File: config.mk
export PLATFORM = sky130hd
export DESIGN_NAME = frame_rx
export DESIGN_NICKNAME = d
export VERILOG_FILES = /design/src/rtl/frame_rx.sv
export SDC_FILE = /design/constraint.sdc
export NUM_CORES = 1
export LEC_CHECK = 0
export CAP_MARGIN = 10
export CORE_MARGIN = 2
export CORE_UTILIZATION = 45
export CTS_CLUSTER_DIAMETER = 40
export DETAILED_ROUTE_END_ITERATION = 12
export PLACE_DENSITY = 0.66
export SLEW_MARGIN = 10
export SYNTH_ARGS = -nofsm -noshare
export SYNTH_HDL_FRONTEND = slang
export SYNTH_SLANG_ARGS = --single-unit
File: constraint.sdc
create_clock -name i_clk -period 1.9 [get_ports i_clk]
set_input_delay 0.475 -clock i_clk [delete_from_list [all_inputs] [get_ports i_clk]]
set_output_delay 0.475 -clock i_clk [all_outputs]
set_load 0.02 [all_outputs]
File: src/rtl/frame_rx.sv
// Frame receiver behind the oversampling CDR: sync-word hunt, MSB-first payload
// deserialization, even-parity check, and link-up tracking with a watchdog.
module frame_rx #(
  parameter int unsigned DATA_W   = 8,
  parameter logic [7:0]  SYNC_PAT = 8'hD5,
  parameter int unsigned LOCK_CNT = 4,
  parameter int unsigned TIMEOUT  = 4096
) (
  input  logic              i_clk,
  input  logic              i_res_n,
  input  logic              i_RecoveryData,
  input  logic              i_DataEn,
  input  logic              i_CdrErr,
  output logic [DATA_W-1:0] o_Data,
  output logic              o_DataValid,
  output logic              o_FrameErr,
  output logic              o_LinkUp
);

  localparam int unsigned CNT_W  = $clog2(DATA_W + 1);
  localparam int unsigned GOOD_W = $clog2(LOCK_CNT + 1);
  localparam int unsigned WD_W   = 16;

  typedef enum logic [1:0] {
    HUNT    = 2'd0,
    PAYLOAD = 2'd1,
    PARITY  = 2'd2
  } state_e;

  state_e              state_q, state_d;
  logic [7:0]          sr_q, sr_d;
  logic [DATA_W-1:0]   pl_q, pl_d;
  logic [CNT_W-1:0]    cnt_q, cnt_d;
  logic [DATA_W-1:0]   data_q, data_d;
  logic                valid_q, valid_d;
  logic                err_q, err_d;
  logic [GOOD_W-1:0]   good_q, good_d;
  logic [WD_W-1:0]     wd_q, wd_d;
  logic                link_q, link_d;

  logic [7:0]          sr_shift;
  logic                abort, par_bit_en, par_odd, frame_ok, frame_bad, expire;

  assign sr_shift   = {sr_q[6:0], i_RecoveryData};
  assign abort      = (state_q != HUNT) && i_CdrErr;
  assign par_bit_en = (state_q == PARITY) && i_DataEn && !i_CdrErr;
  assign par_odd    = ^{pl_q, i_RecoveryData};
  assign frame_ok   = par_bit_en && !par_odd;
  assign frame_bad  = abort || (par_bit_en && par_odd);
  assign expire     = link_q && (wd_q == '0);

  always_ff @(posedge i_clk or negedge i_res_n) begin
    if (!i_res_n) state_q <= HUNT;
    else          state_q <= state_d;
  end

  // A CDR error anywhere inside a frame throws it away.
  always_comb begin
    state_d = state_q;
    unique case (state_q)
      HUNT:    if (i_DataEn && (sr_shift == SYNC_PAT)) state_d = PAYLOAD;
      PAYLOAD: begin
        if (i_CdrErr)                                       state_d = HUNT;
        else if (i_DataEn && (cnt_q == CNT_W'(DATA_W - 1))) state_d = PARITY;
      end
      PARITY:  if (i_CdrErr || i_DataEn) state_d = HUNT;
      default: state_d = HUNT;
    endcase
  end

  always_comb begin
    sr_d    = sr_q;
    pl_d    = pl_q;
    cnt_d   = cnt_q;
    data_d  = data_q;
    valid_d = 1'b0;
    err_d   = frame_bad;
    good_d  = good_q;
    wd_d    = wd_q;
    link_d  = link_q;

    if (i_DataEn) begin
      unique case (state_q)
        HUNT: begin
          sr_d = sr_shift;
          if (sr_shift == SYNC_PAT) begin
            pl_d  = '0;
            cnt_d = '0;
          end
        end
        PAYLOAD: if (!i_CdrErr) begin
          pl_d  = {pl_q[DATA_W-2:0], i_RecoveryData};
          cnt_d = cnt_q + CNT_W'(1);
        end
        PARITY:  if (!i_CdrErr) sr_d = '0;
        default: ;
      endcase
    end

    // A good frame wins over a simultaneous watchdog expiry.
    if (frame_ok) begin
      data_d  = pl_q;
      valid_d = 1'b1;
      good_d  = (good_q == GOOD_W'(LOCK_CNT)) ? good_q : good_q + GOOD_W'(1);
      wd_d    = WD_W'(TIMEOUT - 1);
      if (good_d == GOOD_W'(LOCK_CNT)) link_d = 1'b1;
    end else begin
      if (link_q && (wd_q != '0)) wd_d = wd_q - WD_W'(1);
      if (frame_bad || expire) begin
        good_d = '0;
        link_d = 1'b0;
      end
    end
  end

  always_ff @(posedge i_clk or negedge i_res_n) begin
    if (!i_res_n) begin
      sr_q    <= '0;
      pl_q    <= '0;
      cnt_q   <= '0;
      data_q  <= '0;
      valid_q <= 1'b0;
      err_q   <= 1'b0;
      good_q  <= '0;
      wd_q    <= '0;
      link_q  <= 1'b0;
    end else begin
      sr_q    <= sr_d;
      pl_q    <= pl_d;
      cnt_q   <= cnt_d;
      data_q  <= data_d;
      valid_q <= valid_d;
      err_q   <= err_d;
      good_q  <= good_d;
      wd_q    <= wd_d;
      link_q  <= link_d;
    end
  end

  assign o_Data      = data_q;
  assign o_DataValid = valid_q;
  assign o_FrameErr  = err_q;
  assign o_LinkUp    = link_q;

endmodule

==> summary.md <==
| Metric | Value |
|---|---|
| RSZ-0062 raised after global routing | true |
| Outcome | complete, but fails checks |
| Antenna-violating nets left | 0 |
| Layout fillers | 452 |
| CTS Buf Count | 5 |
| Die ar. | 5970 µm² |
| CP max FO | 7 |
| Total wire length | 5.15 mm |
| Routability Congestion | 0.756 |
| CP startpoint kind | flop |
| Die width | 77.3 µm |
| Worst-Margin Slew | 0.343 ns |
| Placed cell area | 2870 µm² |
| Remaining DRCs | 0 |
| Max cap viols | 0 |
| Met3 GRT Util | 3.18% |
| N_diodes | 0 |
| Yosys top cell by area | dfrtp_1 |
| Setup ws final | -0.0577 ns |
| Top cells by area in the synthesized netlist | dfrtp_1 53%, a22o_1 6.2%, nand2_1 5.9%, xnor2_1 2.9%, xor2_1 2.5% |
| Mean Syn Cell Area | 10.5 µm² |
| Fmax | 511 MHz |
| Worst min path class | primary input to async pin |
| Initial antenna violation count | 0 |
| Pwr Density | 601 nW/µm² |
| Drt via density | 5.30 |
| Cell variety after synth | 43 |
| Grt met1 use | 24.8% |
| Leak | 1.39 nW |
| Clock slew at reported path FFs | 0.09 ns |
| Pre-antenna DRT Iters | 4 |
| Crit. End Element | flop |
| Synthesized netlist cell count | 230 |
| Adder-Cell Fraction of Synth Area | 2.07% |
| CORE AREA | 5140 µm² |
| Post-Syn Area | 2420 µm² |
| Hold Vio Cnt, Final | 0 |
| Mux contribution to synthesized area | 0.880% |
| Vias in the first global route | 1,735 |
| Synth Register Bits | 51 |
| WS Path Type | flop to flop |
| Wire per inst | 14.5 µm |
| Die Y | 77.3 µm |
| Post-synthesis compound-gate area fraction | 15.6% |
| Tcrit/Tclk final | 103% |
| Rel. slew slack | 76.9% |
| FF/Latch Area | 1280 µm² |
| Final net count | 293 |
| Post-Synth XOR/XNOR Area | 7.35% |
| Violated checks | negative setup slack |
| Starting density of the core | 47.0% |
| Row count | 26 |
| Clock root buffer | clkbuf_8 |
| Post-synthesis simple-gate area fraction | 18.2% |
| Reg2reg end | wd_q[4] |
| Post-synth EDFFs | 0 |
| Min Tclk post-route | 1.96 ns |
| Hpwl dp | 3.20 mm |
| Clock buffer depth | 2 |
| Iter 0 DRT Violations | 102 |
| Worst R2R Setup Slack | -0.06 ns |
| Peak VDD IR | 0.000592 V |
| Endpoints failing setup | 19 |
| I/O pin count | 16 |
| Clock skew | 0.0112 ns |
| Synth-to-Final Area Change | 33.1% |
| Gr usage total | 17.4% |
| Clock Sinks | 51 |
| Syn Nets | 239 |
| DR vias | 1,883 |
| Critical Path RT | 2.09 ns |
| Fraction of layout cells with a size suffix above 1 | 28.8% |
| Total grt overflow | 0 |
| R2R depth | 5 |
| Worst EP arrival | 2.15 ns |
| Area of the multi-input gates | 1210 µm² |
| Main combinational cell family by area after synthesis | simple AND/OR/NAND/NOR gates |
| Final hold slack | 0.130 ns |
| Post-route cell area | 3220 µm² |
| First-pass GRT wire length | 8.30 mm |
| GR Layer Usage met2 | 27.0% |
| H-Tree Depth | 2 |
| RR Startpoint | wd_q[9] |
| Largest net degree at the start of global routing | 52 |
| Fraction of registers with async set/reset | 100% |
| Slew Viols, Final | 0 |
| Overall power | 1.93 mW |
| Yosys top cell area share | 52.8% |
| Clk Latency, worst-skew pair | 0.31 ns |
| Ys Warns | 0 |
| Post-CTS Hold Buffers | 0 |
| Port Buf Inserts | 15 |
| CTS tree | built |
| Register area share after synthesis | 52.8% |
| Top FF cell, synth | dfrtp_1 |
| GRT busiest layer | met2 |
[power breakdown]
part           leakage, nW  switching, mW  internal (mW)  total, mW
Combinational        0.719         0.0563         0.0728      0.129
Sequential           0.618         0.0322           1.12       1.15
Clock               0.0484          0.356          0.299      0.655
Total                 1.39          0.445           1.49       1.93
[per-layer routing]
| metal | vias up | part of all wire, % |
|---|---|---|
| met5 | - | 0 |
| met4 | 0 | 1.2 |
| met3 | 4 | 2.1 |
| met2 | 22 | 49 |
| met1 | 930 | 48 |
| li1 | 927 | - |
[kinds of logic after synthesis]
logic type / Yosys count
and+or+nand+nor: 87
AOI/OAI and AO/OA: 52
DFF: 51
xor gates and xnor gates: 17
buffers and inverters: 17
adders and majority gates: 4
muxes: 2
[cell usage after synthesis (3+ instances only)]
cell       n
nand3b_1   3
a22o_1    17
nand2_1   38
nor4_1     4
a21oi_1    5
a31oi_1    5
clkbuf_1   6
nor2b_1    4
o211ai_1   6
xor2_1     7
xnor2_1    8
nor3_1     5
ha_1       4
nor2_1    10
or3_1      6
inv_1      7
dfrtp_1   51
nor3b_1    3
nand3_1    3
o21ai_0    9
[worst max-delay path: stages, from the launching register on]
cell and delay, ns:
dfrtp_1 0.41, or4_4 0.53, or3_4 0.45, o211ai_1 0.21
xor2_1 0.18, nand2_1 0.07
[cell type report]
| cell class | instances | share of cell area [%] |
|---|---|---|
| inverters | 8 | 1.01 |
| flip-flops and latches | 51 | 39.7 |
| clock inverters | 1 | 0.272 |
| repair inverters | 1 | 0.233 |
| clock buffers | 7 | 2.68 |
| repair buffers | 55 | 15.8 |
| well taps | 70 | 2.72 |
| multi-input cells | 162 | 37.6 |
[cells in the final DEF (no fill, tap or decap), drive strengths merged, types with 3 or more instances in the layout]
cell type      count
buf               40
or3                6
inv                8
nand3              3
nor2              10
a21oi              6
xnor2              8
clkbuf             8
nor4               4
o211ai             6
nand2             38
a22o              17
nor2b              4
dfrtp             51
xor2               7
o21ai             13
nand3b             3
nor3b              3
a31oi              5
nor3               5
ha                 4
clkdlybuf4s50     13
[state kept, by name, indices dropped and copies added (netlist names)]
name,count
wd_q,16
o_Data,8
pl_q,8
sr_q,7
cnt_q,4
good_q,3
state_q,2
o_DataValid,1
o_FrameErr,1
o_LinkUp,1
[worst max-delay path by stage]
stage	startpoint	end	slack (ns)	depth (start not counted)
finish	wd_q[9]	wd_q[4]	-0.06	5
global route	wd_q[9]	wd_q[4]	-0.14	5
CTS	wd_q[10]	wd_q[13]	-0.07	5
detailed placement	i_RecoveryData	good_q[0]	-0.46	7
global placement	i_RecoveryData	good_q[0]	-0.41	7
floorplan	wd_q[10]	wd_q[4]	-0.08	7
[metrics by stage]
step | instances | setup slack [ns] | TNS, ns | util [%]
finish | 355 | -0.0577 | -0.407 | 62.6
global route | 355 | -0.140 | -2.12 | 62.6
CTS | 350 | -0.0710 | -0.421 | 59.5
detailed placement | 338 | -0.463 | -15.43 | 55.9
global placement | 338 | -0.412 | -13.70 | 55.9
floorplan | 230 | -0.0771 | -0.663 | -
[timing repair]
| action | in CTS | in global routing |
|---|---|---|
| gates resized for setup | 14 | 27 |
| pin swaps | 7 | 18 |
| cloned | 1 | 1 |
| setup endpoints to repair | 29 | 47 |
| setup buffers | 3 | 4 |
No activity file was read; power rests on OpenSTA's default activity.
